`src/rtl/otter_int_pkg.sv`:
```
// -----------------------------------------------------------------------------
// otter_int_pkg
//   Shared types and limits for the OTTER interrupt controller.
//   - int_state_t : controller state (IDLE, HANDLER)
//   - MAX_IRQ     : largest supported number of external sources
// -----------------------------------------------------------------------------
package otter_int_pkg;

    localparam int MAX_IRQ = 16;

    typedef enum logic {
        IDLE    = 1'b0,
        HANDLER = 1'b1
    } int_state_t;

endpackage : otter_int_pkg

```
`src/rtl/otter_irq_sync.sv`:
```
// -----------------------------------------------------------------------------
// otter_irq_sync
//   Single-line synchronizer followed by a history flop. Emits a one-cycle
//   rise pulse when the synchronized level goes from 0 to 1.
//
// Ports:
//   clk     in  system clock
//   rst_n   in  synchronous active-low reset (clears chain and history)
//   irq_in  in  asynchronous level request
//   rise    out synchronized rising-edge pulse (sync_out & ~hist)
// -----------------------------------------------------------------------------
module otter_irq_sync #(
    parameter int SYNC_STAGES = 2
) (
    input  logic clk,
    input  logic rst_n,
    input  logic irq_in,
    output logic rise
);

    logic [SYNC_STAGES-1:0] sync_q;
    logic                   hist_q;

    // NOTE: sequential state uses non-blocking assignments so every flop in the
    // chain samples the value from before the edge; blocking would collapse it.
    always_ff @(posedge clk) begin
        if (!rst_n) begin
            sync_q <= '0;
            hist_q <= 1'b0;
        end else begin
            sync_q <= {sync_q[SYNC_STAGES-2:0], irq_in};
            hist_q <= sync_q[SYNC_STAGES-1];
        end
    end

    // History is cleared by reset, so a line held high through reset is seen
    // as a fresh rising edge once the chain refills.
    assign rise = sync_q[SYNC_STAGES-1] & ~hist_q;

endmodule : otter_irq_sync

```
`src/rtl/otter_int_ctrl.sv`:
```
// -----------------------------------------------------------------------------
// otter_int_ctrl
//   Interrupt controller feeding the trap-entry / trap-return strobes of the
//   OTTER machine-mode CSR block. External requests are synchronized and
//   edge-detected into sticky pending bits, arbitrated by fixed priority
//   (lowest index wins) and taken only at an instruction boundary when the
//   global and per-source enables allow it. No nesting: while a handler runs
//   further takes are blocked until mret.
//
// Ports:
//   clk             in  system clock
//   rst_n           in  synchronous active-low reset
//   irq_in          in  asynchronous level requests, rising edge = event
//   irq_en          in  per-source enable
//   mie             in  global interrupt enable (CSR)
//   mstatus         in  interrupt-allowed bit (CSR)
//   instr_boundary  in  last cycle of an instruction, next_pc valid
//   mret            in  core executing mret this cycle
//   ovr_clr         in  clears matching overrun bits
//   int_taken       out trap-entry strobe (combinational, to CSR intTaken)
//   int_ret         out trap-return strobe (combinational, to CSR intRet)
//   int_id          out index of the source being / last serviced
//   pending         out pending bits (registered)
//   overrun         out sticky: edge arrived while source already pending
//   in_handler      out controller is in HANDLER (registered)
// -----------------------------------------------------------------------------
module otter_int_ctrl
    import otter_int_pkg::*;
#(
    parameter int NUM_IRQ     = 4,
    parameter int SYNC_STAGES = 2,
    parameter int ID_W        = (NUM_IRQ > 1) ? $clog2(NUM_IRQ) : 1
) (
    input  logic               clk,
    input  logic               rst_n,
    input  logic [NUM_IRQ-1:0] irq_in,
    input  logic [NUM_IRQ-1:0] irq_en,
    input  logic               mie,
    input  logic               mstatus,
    input  logic               instr_boundary,
    input  logic               mret,
    input  logic [NUM_IRQ-1:0] ovr_clr,
    output logic               int_taken,
    output logic               int_ret,
    output logic [ID_W-1:0]    int_id,
    output logic [NUM_IRQ-1:0] pending,
    output logic [NUM_IRQ-1:0] overrun,
    output logic               in_handler
);

    int_state_t         state;
    logic [NUM_IRQ-1:0] rise;
    logic [NUM_IRQ-1:0] elig;
    logic [ID_W-1:0]    winner;
    logic               take;
    logic [NUM_IRQ-1:0] take_mask;
    logic [NUM_IRQ-1:0] pending_nxt;
    logic [NUM_IRQ-1:0] overrun_nxt;

    // ---------------------------------------------------------------- inputs
    for (genvar g = 0; g < NUM_IRQ; g++) begin : g_sync
        otter_irq_sync #(
            .SYNC_STAGES(SYNC_STAGES)
        ) u_sync (
            .clk   (clk),
            .rst_n (rst_n),
            .irq_in(irq_in[g]),
            .rise  (rise[g])
        );
    end

    // ----------------------------------------------------------- arbitration
    assign elig = pending & irq_en;

    // NOTE: winner is given a default before the loop so every path assigns
    // it; otherwise the tool would infer a latch to hold the old value.
    always_comb begin
        winner = '0;
        for (int i = NUM_IRQ - 1; i >= 0; i--) begin
            if (elig[i]) winner = ID_W'(i);
        end
    end

    // mret has priority over a take in IDLE, so the two strobes never overlap.
    // Both strobes are held low while reset is asserted.
    assign take      = rst_n & (state == IDLE) & instr_boundary & mie & mstatus
                     & (|elig) & ~mret;
    assign int_taken = take;
    assign int_ret   = rst_n & mret;

    assign take_mask = take ? (NUM_IRQ'(1) << winner) : '0;

    // A rise on the bit being taken re-arms it (set wins) and is not an
    // overrun, since the earlier request is being serviced this cycle.
    assign pending_nxt = (pending & ~take_mask) | rise;
    assign overrun_nxt = (overrun & ~ovr_clr) | (rise & pending & ~take_mask);

    // ------------------------------------------------------------------- FSM
    always_ff @(posedge clk) begin
        if (!rst_n) begin
            state      <= IDLE;
            in_handler <= 1'b0;
            int_id     <= '0;
            pending    <= '0;
            overrun    <= '0;
        end else begin
            pending <= pending_nxt;
            overrun <= overrun_nxt;
            case (state)
                IDLE: begin
                    if (take) begin
                        state      <= HANDLER;
                        in_handler <= 1'b1;
                        int_id     <= winner;
                    end
                end
                HANDLER: begin
                    if (mret) begin
                        state      <= IDLE;
                        in_handler <= 1'b0;
                    end
                end
                default: begin
                    state      <= IDLE;
                    in_handler <= 1'b0;
                end
            endcase
        end
    end

endmodule : otter_int_ctrl

```
`config.mk`:
```
export PLATFORM = sky130hd
export DESIGN_NAME = otter_int_ctrl
export DESIGN_NICKNAME = d
export VERILOG_FILES = /design/src/rtl/otter_int_pkg.sv /design/src/rtl/otter_irq_sync.sv /design/src/rtl/otter_int_ctrl.sv
export SDC_FILE = /design/constraint.sdc
export NUM_CORES = 1
export LEC_CHECK = 0
export CORE_MARGIN = 8
export CORE_UTILIZATION = 38
export DETAILED_ROUTE_END_ITERATION = 16
export HOLD_SLACK_MARGIN = 0.02
export PLACE_DENSITY = 0.72
export SYNTH_ARGS = -nofsm -noshare
export SYNTH_HDL_FRONTEND = slang
export SYNTH_SLANG_ARGS = --single-unit
```
`constraint.sdc`:
```
create_clock -name clk -period 1.3 [get_ports clk]
set_clock_uncertainty 0.15 [all_clocks]
set_input_delay 0.325 -clock clk [delete_from_list [all_inputs] [get_ports clk]]
set_output_delay 0.325 -clock clk [all_outputs]
set_load 0.02 [all_outputs]
```
======== Word-level counts from Yosys, hierarchy flattened ========
Index checks and enable logic that the tools add are counted.
word-level totals
  memory bits (read-only) ................. 0
  input port bits ......................... 18
  output and inout port bits .............. 13
  memories kept ........................... 0
  latch bits .............................. 0
  flip-flop bits (word level) ............. 24
  word-level logic and storage cells ...... 56
  RAM bits ................................ 0
cells by class
  bitwise gates (word level) .............. 26
  multiply operators ...................... 0
  shift-type cells ........................ 1
  order comparisons ....................... 0
  multiplexer cells ....................... 11
  equality and inequality tests ........... 2
  add/subtract/negate cells ............... 0
  divide/modulo/power cells ............... 0
  reduce and logical (&&, ||, !) cells .... 3
operators with widths
  operator                                         number
  bitwise AND 4 bit                                5
  bitwise AND 1 bit                                11
  two-way mux 2 bit                                4
  inverter 4 bit                                   2
  OR 4 bit                                         2
  inverter 1 bit                                   6
  two-way mux 1 bit                                4
  two-way mux 4 bit                                1
  inequality test 2 bit, second input constant     2
  case mux 1 bit (2 select lines)                  2
  AND reduction 2 bit                              2
  OR reduction 4 bit                               1
  << shifter 1 x 2 -> 4 bit, first input constant  1

======== Logic depth before layout (Yosys ltp) ========
  depth after elaboration ................. 11
  depth in mapped cells ................... 4

======== Modules after synthesis ========
A second synthesis with hierarchy kept.
unflattened totals
  cell total of the unflattened synthesis .. 88
  area total of the unflattened synthesis .. 887.1 um^2
modules (own cells, without submodules)
  module          instances  area an instance (um^2)  sequential area each (um^2)  cells each
  otter_int_ctrl  1          516.7                    240.2                        60
  otter_irq_sync  4          92.6                     60.1                         7

======== Worst setup path before layout ========
No wires, ideal clock.
  path type ............................... register to register
  start ................................... register pending[2]
  end ..................................... register overrun[2]
  slack ................................... -0.197 ns
  stages on the path, launching flop included .. 5
  arrival time ............................ 1.221 ns
  library setup time ...................... 0.126 ns
  cells stage by stage .................... dfxtp_1 -> nand2_1 -> a31o_2 -> o41ai_2 -> o32ai_1
on the way
  longest elaborated chain between the ends .. 9
  elaborated cells on any way between the ends .. 13
  classes of those cells .................. shift (1); mux (4); bitwise (7); reduce/logical (1)
ends and longest elaborated chain
  element                         line                   text
  start, declared                 otter_int_ctrl.sv:46   output logic [NUM_IRQ-1:0] pending,
  start signal, assigned          otter_int_ctrl.sv:107  pending <= pending_nxt;
  bitwise AND 4 bit               otter_int_ctrl.sv:73   assign elig = pending & irq_en;
  two-way mux 2 bit (3 in a row)  otter_int_ctrl.sv:80   if (elig[i]) winner = ID_W'(i);
  << shifter 1 x 2 -> 4 bit       otter_int_ctrl.sv:91   assign take_mask = take ? (NUM_IRQ'(1) << winner) : '0;
  two-way mux 4 bit               otter_int_ctrl.sv:91
  inverter 4 bit                  otter_int_ctrl.sv:96   assign overrun_nxt = (overrun & ~ovr_clr) | (rise & pending & ~take_mask);
  bitwise AND 4 bit (*)           otter_int_ctrl.sv:96
  OR 4 bit (*)                    otter_int_ctrl.sv:96
  end signal, assigned            otter_int_ctrl.sv:108  overrun <= overrun_nxt;
  end, declared                   otter_int_ctrl.sv:47   output logic [NUM_IRQ-1:0] overrun,
Every way passes the cells marked *; elsewhere a longest branch is shown, timed or not.
A chain may end at the register's enable or synchronous reset.

======== Worst setup path in the final report ========
  start ................................... register state
  end ..................................... output port int_taken
on the way
  longest elaborated chain between the ends .. 7
ends and longest elaborated chain
  element                         line                   text
  start, declared                 otter_int_ctrl.sv:51   int_state_t state;
  start signal, assigned          otter_int_ctrl.sv:101  state <= IDLE;
  start signal, assigned          otter_int_ctrl.sv:112  state <= HANDLER;
  start signal, assigned          otter_int_ctrl.sv:119  state <= IDLE;
  inverter 1 bit                  n/a
  bitwise AND 1 bit (4 in a row)  otter_int_ctrl.sv:86   assign take = rst_n & (state == IDLE) & instr_boundary & mie & mstatus
  bitwise AND 1 bit (2 in a row)  otter_int_ctrl.sv:87   & (|elig) & ~mret;
  end, declared                   otter_int_ctrl.sv:43   output logic int_taken,
Every way passes these cells.

==> results by group <==
STA
  – Setup tns final: -3.723 ns
  – Final period util: 139.1%
  – Final WS setup: -0.5079 ns
  – Final Critical Period: 1.808 ns
  – Relative slew slack: 80.15%
  – Setup violations, final: 18
  – Final hold violation count: 0
  – Pins Over Slew Limit: 0
  – Timing-limited maximum frequency: 0.5531 GHz
  – Least-Margin Pin Slew: 0.2968 ns
  – Fin Hold WS: 0.2381 ns
  – RSZ-0062 raised after global routing: yes

Clocking
  – CTS tree: yes
  – Clk buf depth: 2
  – Clock Latency Late Sink: 0.30 ns
  – Maximum level of the CTS H-tree: 1
  – Root Driver: clkbuf_4
  – Clock Pin Slew Worst Setup and Hold Paths: 0.12 ns
  – CTS Buf Count: 3
  – Clk sinks: 24
  – Hold_buf cts: 0

Power and ir drop
  – Comb power frac: 16.5%
  – Leakage dissipation: 0.6555 nW
  – Sw power: 0.2968 mW
  – Int Power: 1.005 mW
  – Power per cell area: 877.8 nW/um2
  – Worst vdd ir: 0.7011 mV
  – Net Sw Frac: 22.80%
  – Power share of the clock group: 24.6%
  – Seq pwr share: 58.9%

GRT
  – Largest net degree at the start of global routing: 14
  – Number of global-route vias before repair: 816
  – Gr busiest metal: met2
  – Overflow left after global routing: 0
  – First-pass GRT wire length: 3746 um
  – Global routing usage on met2: 19.20%
  – Total GRT Usage: 11.60%
  – GR Util met1: 12.70%
  – Initial antenna violation count: 0
  – Met3 Use GR: 3.310%

Floorplanning
  – Initial Util: 39.88%
  – Core Area: 2212 um2
  – Number of top-level pins: 31
  – Die X: 64.18 um
  – Die Y: 64.18 um
  – Core Rows: 17
  – Full die area: 4119 um2

Setup path
  – Critical Path Sink Type: output port
  – Critical path type: flip-flop to output port
  – CP Launch Type: flip-flop
  – Arr. time, crit path: 1.33 ns
  – Critical Path RT: 0.82 ns
  – Worst Reg-to-Reg Cells: 7
  – CP Max Fanout: 2

Cells and area
  – Finished Cell Area: 1483 um2
  – Area grow syn2layout: 68.08%
  – FILL cells: 185
  – Most frequent cells in the layout: 18 x buf_4, 16 x buf_6, 13 x dfxtp_1
  – Commonest non-fill, non-tap cell in the layout: buf_4
  – Share of layout cells above drive strength 1: 45.26%
  – Nets@finish: 156
  – Post-layout util: 67.02%
  – Ant. Diodes: 0

Yosys
  – Yosys cell types: 26
  – Sequential share of the synthesized area: 54.47%
  – Synth Warn #: 0
  – Synth Area per Inst: 10.50 um2
  – Mapped Cells: 84
  – Synthesized flop and latch total: 24
  – Post-Syn Area: 882.1 um2
  – Syn nets: 102

Placement
  – IO Port Bufs: 30
  – Place WS: -1.164 ns
  – Placer congestion estimate: 0.7214
  – Placed cell area: 1336 um2
  – DPL Wire Length: 1677 um

Run
  – Max-cap violations: 0

Min path
  – Worst min path class: input port to flip-flop
  – Hold Path Stages: 3

Drt
  – Initial DRC count: 19
  – Routed WL per cell: 14.10 um
  – DR vias/cell: 4.782
  – # DRC: 0
  – Final WL: 2327 um
  – Post-route antenna net violation count: 0
  – Vias: 789
  – 1st-pass router iterations: 4

Status
  – Outcome: finished with violations
  – Failing checks: setup timing
## worst max-delay path, stage by stage (launching register included)
cell and delay [ns]:
dfxtp_1 0.33, and4bb_1 0.27, and3_4 0.20, o21a_4 0.12, buf_6 0.11
## kinds of logic (layout without fill, tap and decap cells)
| family | after synthesis | in the layout | share of synthesized area (%) |
|---|---|---|---|
| AND/OR/NAND/NOR | 35 | 35 | 23.26 |
| flip-flops | 24 | 24 | 54.47 |
| AO/OA/AOI/OAI | 18 | 18 | 18.58 |
| buffers and inverters | 6 | 59 | 2.553 |
| multiplexers | 1 | 1 | 1.135 |
## final timing paths
check	from	end	slack, ns
worst max-delay path	state$_SDFF_PN0_	int_taken	-0.51
worst max register to register	state$_SDFF_PN0_	pending[3]$_SDFF_PN0_	-0.47
worst min register to register	g_sync[1].u_sync.sync_q[0]$_SDFF_PN0_	g_sync[1].u_sync.sync_q[1]$_SDFF_PN0_	0.29
worst min-delay path	irq_en[0]	overrun[0]$_SDFF_PN0_	0.24
## cell usage after synthesis
cell | number | area, um2
dfxtp_1 | 24 | 480.5
a21oi_1 | 3 | 15.01
mux2i_1 | 1 | 10.01
nand2_1 | 11 | 41.29
a221oi_1 | 1 | 8.760
and3_4 | 1 | 11.26
and4bb_1 | 1 | 12.51
a31o_1 | 1 | 8.760
inv_1 | 4 | 15.01
nand4_2 | 1 | 12.51
nor2_1 | 1 | 3.750
o21a_4 | 1 | 15.01
o211a_1 | 1 | 10.01
a22o_1 | 1 | 8.760
and2_1 | 14 | 87.58
nand3_1 | 1 | 5.000
a31o_2 | 2 | 17.52
a21o_1 | 1 | 7.510
clkbuf_1 | 2 | 7.510
o21a_1 | 1 | 7.510
nor2b_1 | 2 | 12.51
o2bb2ai_1 | 1 | 8.760
o32ai_1 | 2 | 17.52
o41ai_2 | 2 | 32.53
a31oi_1 | 1 | 6.260
nand2b_1 | 3 | 18.77
## metrics by stage
| stage | power (mW) | std cells |
|---|---|---|
| finish | 1.301 | 165 |
| global route | 1.366 | 165 |
| CTS | 1.304 | 161 |
| detailed placement | 0.9660 | 154 |
| global placement | 0.9610 | 154 |
| floorplan | 0.8489 | 84 |
## flip-flops by register name, indices dropped and copies added, names as in the netlist
register / flops
int_id: 2
overrun: 4
pending: 4
g_sync.u_sync.hist_q: 4
state: 1
in_handler: 1
g_sync.u_sync.sync_q: 8
## layer usage
metal  vias up  routed length, um
met5         -                  0
met4         0                 38
met3         4                160
met2        23               1249
met1       368                877
li1        394                  -
## power groups by stage
stage | Combinational (mW) | Sequential [mW] | Clock [mW]
floorplan | 0.0561 | 0.793 | 0
global placement | 0.181 | 0.780 | 0
detailed placement | 0.185 | 0.781 | 0
CTS | 0.200 | 0.767 | 0.337
global route | 0.231 | 0.770 | 0.365
finish | 0.215 | 0.767 | 0.320
## repair_timing
item,4_1_cts,5_1_grt
gates cloned,1,0
resized for setup,92,16
pin swaps,3,1
setup buffers,2,5
setup endpoints to repair,25,25
## cell type report
cell class	instances	area (um2)	area share, %
sequential	24	501.7	33.84
timing repair buffer	51	478.0	32.24
multi-input combinational	54	426.7	28.78
tap	28	35.03	2.363
clock buffer	4	26.28	1.772
inverter	4	15.01	1.013
Note: power is estimated with default switching activity, not from simulation.
